**src/rtl/fifo_rd_stage.sv**
```systemverilog
// ============================================================================
// Module      : fifo_rd_stage
// Description : Read-side drain stage that pops a FIFO into a 3-entry skid
//               buffer and presents the words on a valid/ready interface.
//               Optional transfer counter enabled by macro FIFO_RD_STATS_EN.
// Revision    : 1.0 - initial release
// ============================================================================
`default_nettype none

package fifo_pkg;
    typedef logic [7:0] data_t;
endpackage

module fifo_rd_stage
    import fifo_pkg::*;
#(
    parameter int CNT_W = 16
) (
    input  logic             rd_clk,
    input  logic             rd_rst,
    input  logic             en,
    input  logic             fifo_empty,
    output logic             fifo_pop,
    input  data_t            fifo_data,
    output data_t            m_data,
    output logic             m_valid,
    input  logic             m_ready,
    output logic [CNT_W-1:0] word_cnt
);

    localparam logic [1:0] C_LAST_IDX = 2'd2;
    localparam logic [2:0] C_DEPTH    = 3'd3;

    data_t       buf_q [3];
    logic [1:0]  wr_ptr_q, wr_ptr_d;
    logic [1:0]  rd_ptr_q, rd_ptr_d;
    logic [1:0]  occ_q, occ_d;
    logic        inflight_q, inflight_d;
    logic        w_capture;
    logic        w_retire;
    logic [2:0]  w_level;

    function automatic logic [1:0] next_ptr(input logic [1:0] p);
        return (p == C_LAST_IDX) ? 2'd0 : p + 2'd1;
    endfunction

    assign m_valid = (occ_q != 2'd0);
    assign m_data  = buf_q[rd_ptr_q];

    always_comb begin
        w_level    = {1'b0, occ_q} + {2'b00, inflight_q};
        // Gated by reset so the pop request drops immediately, not at the next edge.
        fifo_pop   = rd_rst & en & ~fifo_empty & (w_level < C_DEPTH);
        w_capture  = inflight_q;
        w_retire   = m_valid & m_ready;
        inflight_d = fifo_pop;
        wr_ptr_d   = wr_ptr_q;
        rd_ptr_d   = rd_ptr_q;
        occ_d      = occ_q;
        if (w_capture) begin
            wr_ptr_d = next_ptr(wr_ptr_q);
        end
        if (w_retire) begin
            rd_ptr_d = next_ptr(rd_ptr_q);
        end
        case ({w_capture, w_retire})
            2'b10:   occ_d = occ_q + 2'd1;
            2'b01:   occ_d = occ_q - 2'd1;
            default: occ_d = occ_q;
        endcase
    end

    always_ff @(posedge rd_clk or negedge rd_rst) begin
        if (!rd_rst) begin
            wr_ptr_q   <= 2'd0;
            rd_ptr_q   <= 2'd0;
            occ_q      <= 2'd0;
            inflight_q <= 1'b0;
            buf_q[0]   <= '0;
            buf_q[1]   <= '0;
            buf_q[2]   <= '0;
        end else begin
            wr_ptr_q   <= wr_ptr_d;
            rd_ptr_q   <= rd_ptr_d;
            occ_q      <= occ_d;
            inflight_q <= inflight_d;
            if (w_capture) begin
                buf_q[wr_ptr_q] <= fifo_data;
            end
        end
    end

`ifdef FIFO_RD_STATS_EN
    logic [CNT_W-1:0] word_cnt_q;

    always_ff @(posedge rd_clk or negedge rd_rst) begin
        if (!rd_rst) begin
            word_cnt_q <= '0;
        end else if (w_retire) begin
            word_cnt_q <= word_cnt_q + CNT_W'(1);
        end
    end

    assign word_cnt = word_cnt_q;
`else
    assign word_cnt = '0;
`endif

endmodule

`default_nettype wire

```
**config.mk**
```make
export PLATFORM = sky130hd
export DESIGN_NAME = fifo_rd_stage
export DESIGN_NICKNAME = d
export VERILOG_FILES = /design/src/rtl/fifo_rd_stage.sv
export SDC_FILE = /design/constraint.sdc
export NUM_CORES = 1
export LEC_CHECK = 0
export BUFFER_PORTS_ARGS = -buffer_cell sky130_fd_sc_hd__buf_2
export CAP_MARGIN = 20
export CORE_ASPECT_RATIO = 1.1
export CORE_UTILIZATION = 56
export DETAILED_ROUTE_END_ITERATION = 6
export GPL_TIMING_DRIVEN = 0
export MAX_ROUTING_LAYER = met4
export PLACE_DENSITY = 0.84
export SYNTH_ARGS = -nofsm -noshare
export SYNTH_HDL_FRONTEND = slang
export SYNTH_SLANG_ARGS = --single-unit
```
**constraint.sdc**
```tcl
create_clock -name rd_clk -period 3.4 [get_ports rd_clk]
set_input_delay 0.17 -clock rd_clk [delete_from_list [all_inputs] [get_ports rd_clk]]
set_output_delay 0.17 -clock rd_clk [all_outputs]
set_load 0.02 [all_outputs]
```
==> impl_metrics.ini, run 1 <==
[die]
die_area_um2 = 2976
die_x_um = 52.11
core_area_um2 = 2567
row_count = 19
pin_count = 39
start_util = 0.6023
die_h_um = 57.12

[critical_path]
crit_path_end_kind = output pin
crit_chain = dlygate4sd3_1 > buf_2 > nand2_1 > a2111oi_0 > buf_2
path_class = primary input to output pin
critPathMaxStageDelay_ps = 550
cp.required_ps = 3230
r2r.worst_path.cells = 6
r2r_slack_ps = 1720
start_kind = primary input
cpMostUsedCell = buf_2
rr_endpoint = occ_q[1]$_DFFE_PN0P_
crit_fanout = 32
crit_arrival_ps = 2070
cp_slowest_cell = buf_2
worstReg2RegStart = occ_q[0]$_DFFE_PN0P_

[logic_synthesis]
ys_seq_area_frac = 0.5016
netlist_instances = 123
yosysWarningCount = 0
syn_area_um2 = 1546
synth_top_cell_area_share = 0.5016
synthTopCellsByArea = dfrtp_1 50%, mux2_2 12%, buf_4 7.8%
syn_area_per_cell_um2 = 12.57
synth_top_area_cell = dfrtp_1
synth.distinct_cells = 26
ys_seq_elements = 31

[timing]
finalHoldViolations = 0
rsz0062_at_grt = false
fin_worst_skew_ps = 14.24
report.final.slew_viol_count = 0
setup-violations-final = 0
relSlewSlack = 0.5461
timing.setup.tns_ps = 0
period_share = 0.6586
max_slew.worst_pin.slew_ps = 680.9
fin_crit_ps = 2239
setup_slack_ps = 1161
whs_ps = 75.24
max_freq_mhz = 446.6

[layout]
n_fill_cell = 198
final_nets = 185
stdcell_count = 201
design_area_um2 = 1858
drive_gt1_frac = 0.4471
final_util = 0.7237
area_growth_pct = 20.15
multiInputGateArea_um2 = 671.9
seqCellArea_um2 = 775.7
diodes = 0

[global_route]
grt_max_degree = 33
gr-total-overflow = 0
grtUsageTotal = 0.2156
grt_pass1_vias = 993
antenna_found_initial = 0
grt_pass1_wl_um = 4416

[power]
p_leak_nw = 0.9485
ir_drop_uv = 659.2
power.density_nw_per_um2 = 891.1
power_mw = 1.656

[routing]
drt_pass1_iterations = 4
wire_per_inst_um = 13.25
drc = 0
num_vias = 1012
drt_wl_total_um = 2664
drt_iter0_markers = 17
via_per_inst = 5.035
ant_nets = 0

[clocking]
clkTransAtPathRegs_ps = 100
cts_tree = built
insertion_delay_ps = 330
cts_made_buffers = 5
cts-resized-gates = 0
clock_sink_count = 31
ctsHtreeMaxLevel = 2
cts_root_buf = clkbuf_4
cts-root-to-sink-buffers = 2

[worst_hold_path]
hold_path.class = primary input to flop
hp-start = en
min_path_cells = 3
holdPathEnd = inflight_q$_DFF_PN0_

[flow_run]
drv_cap = 0

[placed_design]
place_hpwl_um = 1817
placed_area_um2 = 1752
dp_cells = 191
dp_worst_setup_slack_ps = 1540
gp_congestion = 0.7340
port_buffers = 22

[run_status]
status = complete, no violations
layer usage:
layer,track usage,wire (um),vias up
met5,-,0,-
met4,0.09266,38,0
met3,0.06400,139,7
met2,0.3480,1380,33
met1,0.2443,1105,490
li1,-,-,482
cells in the mapped netlist:
master	number
xor2_1	1
mux2i_1	8
inv_2	1
nand3_1	1
buf_6	1
a21o_1	2
buf_1	1
or2_2	1
o21ai_0	10
clkbuf_1	1
mux2_2	17
nor2b_1	1
xnor2_1	2
buf_2	1
a2111oi_0	1
dfrtp_1	31
mux2_4	8
nand2_1	9
nor3_4	1
or3_1	1
ha_1	3
conb_1	1
nor2_1	1
buf_4	16
inv_1	2
nor3_1	1
critical path: cells and delay by family:
family	cells	cell delay (ps)
buffers and inverters	3	1330
AND/OR/NAND/NOR	1	110
AO/OA/AOI/OAI	1	460
logic make-up (layout without fill, tap and decap cells):
logic type      after synthesis  in the layout  synth area share
compound gates               13             13           0.04773
xor+xnor                      3              3           0.01699
flops                        31             31            0.5016
other cells                   1             16          0.002425
buf+inv                      23             55            0.1003
fa+ha+maj                     3              3           0.02427
mux                          33             33            0.2532
simple gates                 16             16           0.05340
state kept, by name, indices dropped and copies added, names as in the netlist:
register	count
rd_ptr_q	2
inflight_q	1
wr_ptr_q	2
occ_q	2
buf_q	24
cell type report:
class	instances	area share
clock inverters	2	0.01886
repair buffers	24	0.07003
flip-flops and latches	31	0.4175
well taps	31	0.02088
multi-input cells	84	0.3616
inverters	3	0.006061
plain buffers	20	0.07744
clock buffers	6	0.02761
power by group:
part	switching, mW	leakage [nW]	internal, mW
logic	0.350	0.530	0.340
registers	0.113	0.371	0.549
clock network	0.130	0.0482	0.174
cell usage in the layout, fill, tap and decap left out:
cell type,instances
dfrtp_1,31
buf_2,23
mux2_2,17
buf_4,16
conb_1,16
o21ai_0,10
nand2_1,9
mux2i_1,8
mux2_4,8
clkbuf_4,5
ha_1,3
inv_1,2
a21o_1,2
xnor2_1,2
dlygate4sd3_1,2
or2_2,1
clkbuf_1,1
nor2b_1,1
buf_1,1
inv_2,1
a2111oi_0,1
nand3_1,1
or3_1,1
buf_6,1
nor3_4,1
nor3_1,1
nor2_1,1
xor2_1,1
clkbuf_8,1
bufinv_16,1
clkinv_2,1
worst max-delay path by stage:
stage / endpoint / slack, ps / start / depth (start not counted)
4_1_cts: fifo_pop / 1060 / rd_rst / 5
3_5_place_dp: fifo_pop / 1540 / occ_q[0]$_DFFE_PN0P_ / 4
5_1_grt: fifo_pop / 870 / rd_rst / 5
3_3_place_gp: fifo_pop / 1640 / occ_q[0]$_DFFE_PN0P_ / 4
6_report: fifo_pop / 1160 / rd_rst / 5
2_1_floorplan: inflight_q$_DFF_PN0_ / 1050 / occ_q[0]$_DFFE_PN0P_ / 3
timing repair:
action                                 in CTS  in global routing
buffers inserted                            0                  0
setup endpoints to repair                   0                  0
hold buffers                                1                  1
endpoints found under the hold margin      31                  1
No activity file was read; power rests on OpenSTA's default activity.
==> inputs of run 2 (changes only) <==
- CORE_UTILIZATION: 56 -> 47
- PLACE_DENSITY: 0.84 -> 0.75
- clock period: 3.4 -> 2 ns (I/O delays scaled with it)
==> impl_metrics.ini, run 2 (synthesis results as in run 1) <==
[run_status]
status = complete, but fails checks
violations = design-rule violations

[critical_path]
crit_arrival_ps = 1830
worstReg2RegStart = occ_q[0]$_DFFE_PN0P_
crit_path_end_kind = output pin
crit_path_start = inflight_q$_DFF_PN0_
crit_fanout = 4
start_kind = flop
cp.required_ps = 1900
path_class = flop to output pin

[routing]
drc = 5
drt_pass1_iterations = 7
drt_wl_total_um = 2878
drt_iter0_markers = 16
ant_nets = 0
via_per_inst = 4.932
wire_per_inst_um = 13.97
num_vias = 1016

[timing]
fin_crit_ps = 1926
whs_ps = 23.83
finalHoldViolations = 0
rsz0062_at_grt = false
report.final.slew_viol_count = 0
max_slew.worst_pin.slew_ps = 515.0
max_freq_mhz = 519.1
timing.setup.tns_ps = 0
relSlewSlack = 0.6556
setup-violations-final = 0
fin_worst_skew_ps = 7.366
setup_slack_ps = 73.62
period_share = 0.9632

[global_route]
grt_pass1_vias = 1147
antenna_found_initial = 0
grt_pass1_wl_um = 4926
gr-total-overflow = 0
grtUsageTotal = 0.1945
grt_max_degree = 32

[layout]
regMostFlops = buf_q
layout_common_cells = 31 x dfrtp_1, 22 x buf_2, 18 x buf_4
n_fill_cell = 252
area_growth_pct = 23.54
final_nets = 187
diodes = 0
drive_gt1_frac = 0.4593
stdcell_count = 206
final_common_cell = dfrtp_1
largest_register_ffs = 24

[power]
power.density_nw_per_um2 = 1510
p_leak_nw = 0.9644
ir_drop_uv = 771.0

[worst_hold_path]
hold_path.class = primary input to flop
hp-start = fifo_data[7]

[clocking]
clock_sink_count = 31
cts-root-to-sink-buffers = 2
cts_tree = built
clkTransAtPathRegs_ps = 100
cts_root_buf = clkbuf_4
insertion_delay_ps = 330
ctsHtreeMaxLevel = 2
cts_made_buffers = 5

[placed_design]
dp_cells = 194
place_hpwl_um = 2002
gp_congestion = 0.7430
port_buffers = 22
dp_worst_setup_slack_ps = 358.7

[die]
start_util = 0.4988
die_area_um2 = 3524
row_count = 21
pin_count = 39
core_area_um2 = 3100
die_h_um = 62.16
die_x_um = 56.69

[flow_run]
drv_cap = 0
[run 2: worst max-delay path, stage by stage, from the launching register on]
cell and delay [ps]:
dfrtp_1 430, ha_1 200, ha_1 310, a2111oi_4 360, buf_4 200
[run 2: final cells by class]
cell class / instances / area [um2] / area share
clock inverters: 2 / 35.03 / 0.01834
clock buffers: 6 / 51.30 / 0.02685
flip-flops and latches: 31 / 775.7 / 0.4060
multi-input cells: 84 / 690.7 / 0.3615
inverters: 3 / 11.26 / 0.005894
plain buffers: 20 / 143.9 / 0.07531
repair buffers: 26 / 160.2 / 0.08382
well taps: 34 / 42.54 / 0.02227
[run 2: routing by layer]
layer	GRT usage	vias up	part of all wire
met1	0.2102	487	0.40
met2	0.3185	36	0.53
met4	0.1156	0	0.017
li1	-	486	-
met5	-	-	0
met3	0.05000	7	0.054
[run 2: through the flow]
step | utilization | cell area (um2) | power (mW)
after floorplan | - | 1609 | 2.009
after detailed placement | 0.5682 | 1762 | 2.350
after CTS | 0.6114 | 1896 | 2.889
after global routing | 0.6162 | 1911 | 3.068
after global placement | 0.5682 | 1762 | 2.270
final | 0.6162 | 1911 | 2.884
[run 2: repair_timing]
action / CTS / global route
pin swaps: 0 / 0
hold buffers: 3 / 0
gates resized for setup: 0 / 2
setup endpoints to repair: 1 / 1
setup buffers: 1 / 0
hold endpoints to repair: 32 / 0
[run 2: path summary, 6_finish.rpt]
kind                                         endpoint  slack (ps)  cells after the start
worst min-delay path             buf_q[7]$_DFFE_PN0P_          20                      2
min in group asynchronous        buf_q[2]$_DFFE_PN0P_         270                      3
worst max register to register   occ_q[1]$_DFFE_PN0P_         310                      6
worst max-delay path                         fifo_pop          70                      4
worst min register to register  buf_q[13]$_DFFE_PN0P_         510                      1
max in group asynchronous       buf_q[13]$_DFFE_PN0P_        1560                      3
[run 2: power breakdown]
group	internal [mW]	total (mW)	leakage (nW)	switching [mW]
sequential	0.934	1.12	0.371	0.183
combinational	0.609	1.25	0.545	0.645
clock	0.295	0.513	0.0482	0.218
total	1.84	2.88	0.964	1.05
==> inputs of run 3 (changes only) <==
- ABC_AREA: unset -> 1
- CORE_UTILIZATION: 47 -> 52
- PLACE_DENSITY: 0.75 -> 0.78
- SLEW_MARGIN: unset -> 20
- clock period: 2 -> 2.15 ns (I/O delays scaled with it)
==> impl_metrics.ini, run 3 <==
[run_status]
status = complete, no violations

[logic_synthesis]
async_reset_ff_frac = 1.000
synth.distinct_cells = 17
netlist_instances = 178
ys_seq_elements = 31
synthTopCellsByCount = 60 x nand2_1, 31 x dfrtp_1, 18 x inv_1
yosysWarningCount = 0
synth_top_cell_area_share = 0.4913
ys_seq_area_frac = 0.4913
synth_edf_count = 0
synth_top_area_cell = dfrtp_1
syn_area_um2 = 1579
ys.flop_type = dfrtp_1
synth.most_common_cell = nand2_1
syn_area_per_cell_um2 = 8.871
synthTopCellsByArea = dfrtp_1 49%, nand2_1 14%, o21ai_2 8.9%

[layout]
final_common_cell = nand2_1
multiInputGateArea_um2 = 638.1
layout_common_cells = 60 x nand2_1, 31 x dfrtp_1, 22 x buf_2
largest_register_ffs = 24
stdcell_count = 257
drive_gt1_frac = 0.3036
regMostFlops = buf_q
diodes = 0
area_growth_pct = 18.15
final_nets = 239
n_fill_cell = 243
seqCellArea_um2 = 775.7

[flow_run]
drv_cap = 0

[global_route]
antenna_found_initial = 0
grt_pass1_wl_um = 5168
grtUsageTotal = 0.2397
grt_max_degree = 33
grt_pass1_vias = 1219
gr-total-overflow = 0

[timing]
fin_worst_skew_ps = 7.232
setup-violations-final = 0
finalHoldViolations = 0
relSlewSlack = 0.5294
max_freq_mhz = 525.2
timing.setup.tns_ps = 0
rsz0062_at_grt = false
max_slew.worst_pin.slew_ps = 703.3
fin_crit_ps = 1904
report.final.slew_viol_count = 0
period_share = 0.8856

[die]
pin_count = 39
core_area_um2 = 2828
row_count = 20
die_area_um2 = 3261
start_util = 0.5584
die_h_um = 59.80
die_x_um = 54.54

[placed_design]
gp_congestion = 0.7618
dp_cells = 248
place_hpwl_um = 2201
port_buffers = 22

[critical_path]
cp.required_ps = 2040
crit_fanout = 7
crit_path_end_kind = output pin
crit_arrival_ps = 1800
path_class = flop to output pin
start_kind = flop

[clocking]
clkTransAtPathRegs_ps = 90
clock_sink_count = 31
cts_made_buffers = 5
hold_buffers = 1
ctsHtreeMaxLevel = 2
post_cts.repair.setup_buffers = 0
cts-resized-gates = 0
cts_root_buf = clkbuf_4
insertion_delay_ps = 340
cts-root-to-sink-buffers = 2
cts_tree = built

[power]
ir_drop_uv = 1102
p_leak_nw = 1.034
power.density_nw_per_um2 = 1418

[routing]
via_per_inst = 4.883
ant_nets = 0
drt_pass1_iterations = 4
num_vias = 1255
drt_iter0_markers = 25
drc = 0
wire_per_inst_um = 11.80
drt_wl_total_um = 3032

[worst_hold_path]
hold_path.class = primary input to flop
-- run 3: changes by cell type in the layout (fill, tap and decap cells not counted), moves of 8 or more --
cell and delta:
nand2_1 +51, mux2_2 -17, inv_1 +16, o21ai_2 +16, nand3_1 +9, mux2_4 -8
mux2i_1 -8
-- run 3: worst max-delay path: stages (launching register included) --
cell and delay, ps:
dfrtp_1 490, ha_1 240, ha_1 190, nor2_1 100
nand3_1 70, a21oi_1 180, buf_2 190
-- run 3: final cells by class --
type / instances / area share
Buffer: 19 / 0.08250
Clock buffer: 8 / 0.03689
Inverter: 18 / 0.03622
Multi-Input combinational cell: 125 / 0.3421
Sequential cell: 31 / 0.4158
Tap cell: 33 / 0.02213
Timing Repair Buffer: 23 / 0.06439
-- run 3: cell families after synthesis --
logic type                 Yosys count  synth area share
and+or+nand+nor                     78            0.2132
buffers and inverters               37            0.1403
DFF                                 31            0.4913
AOI/OAI and AO/OA                   27            0.1236
adders and majority gates            3           0.02377
xor gates and xnor gates             1          0.005548
other                                1          0.002375
-- run 3: path summary, 6_finish.rpt --
path	depth (start not counted)	startpoint	end	slack [ps]
max in group asynchronous	2	rd_rst	rd_ptr_q[1]$_DFFE_PN0P_	1380
setup reg to reg	9	occ_q[0]$_DFFE_PN0P_	occ_q[1]$_DFFE_PN0P_	710
min in group asynchronous	2	rd_rst	buf_q[13]$_DFFE_PN0P_	330
setup / recovery	6	inflight_q$_DFF_PN0_	fifo_pop	250
hold reg to reg	2	buf_q[5]$_DFFE_PN0P_	buf_q[5]$_DFFE_PN0P_	490
hold / removal	3	en	inflight_q$_DFF_PN0_	20
-- run 3: layer usage --
layer  wire (um)  vias to the layer above  GRT usage  share of wire
met5           0                        -          -              0
met4          70                        0     0.1209          0.023
met3         143                        8    0.04580          0.047
met2        1558                       42     0.4094           0.51
met1        1260                      578     0.2583           0.42
li1            -                      627          -              -
-- run 3: metrics by stage --
step / power (mW) / worst slack [ps] / hold slack (ps) / cell area [um2] / util
finish: 2.645 / 245.9 / 20.11 / 1866 / 0.6597
detailed placement: 2.277 / 595.4 / 183.1 / 1787 / 0.6319
global route: 2.852 / 116.3 / 37.21 / 1866 / 0.6597
CTS: 2.663 / 225.7 / 20.82 / 1866 / 0.6597
floorplan: 1.915 / 646.0 / -188.1 / 1635 / -
global placement: 2.205 / 689.3 / 171.7 / 1787 / 0.6319
-- run 3: where the power goes --
part	internal, mW	switching (mW)	total (mW)
sequential	0.870	0.180	1.05
clock	0.192	0.193	0.385
combinational	0.442	0.768	1.21
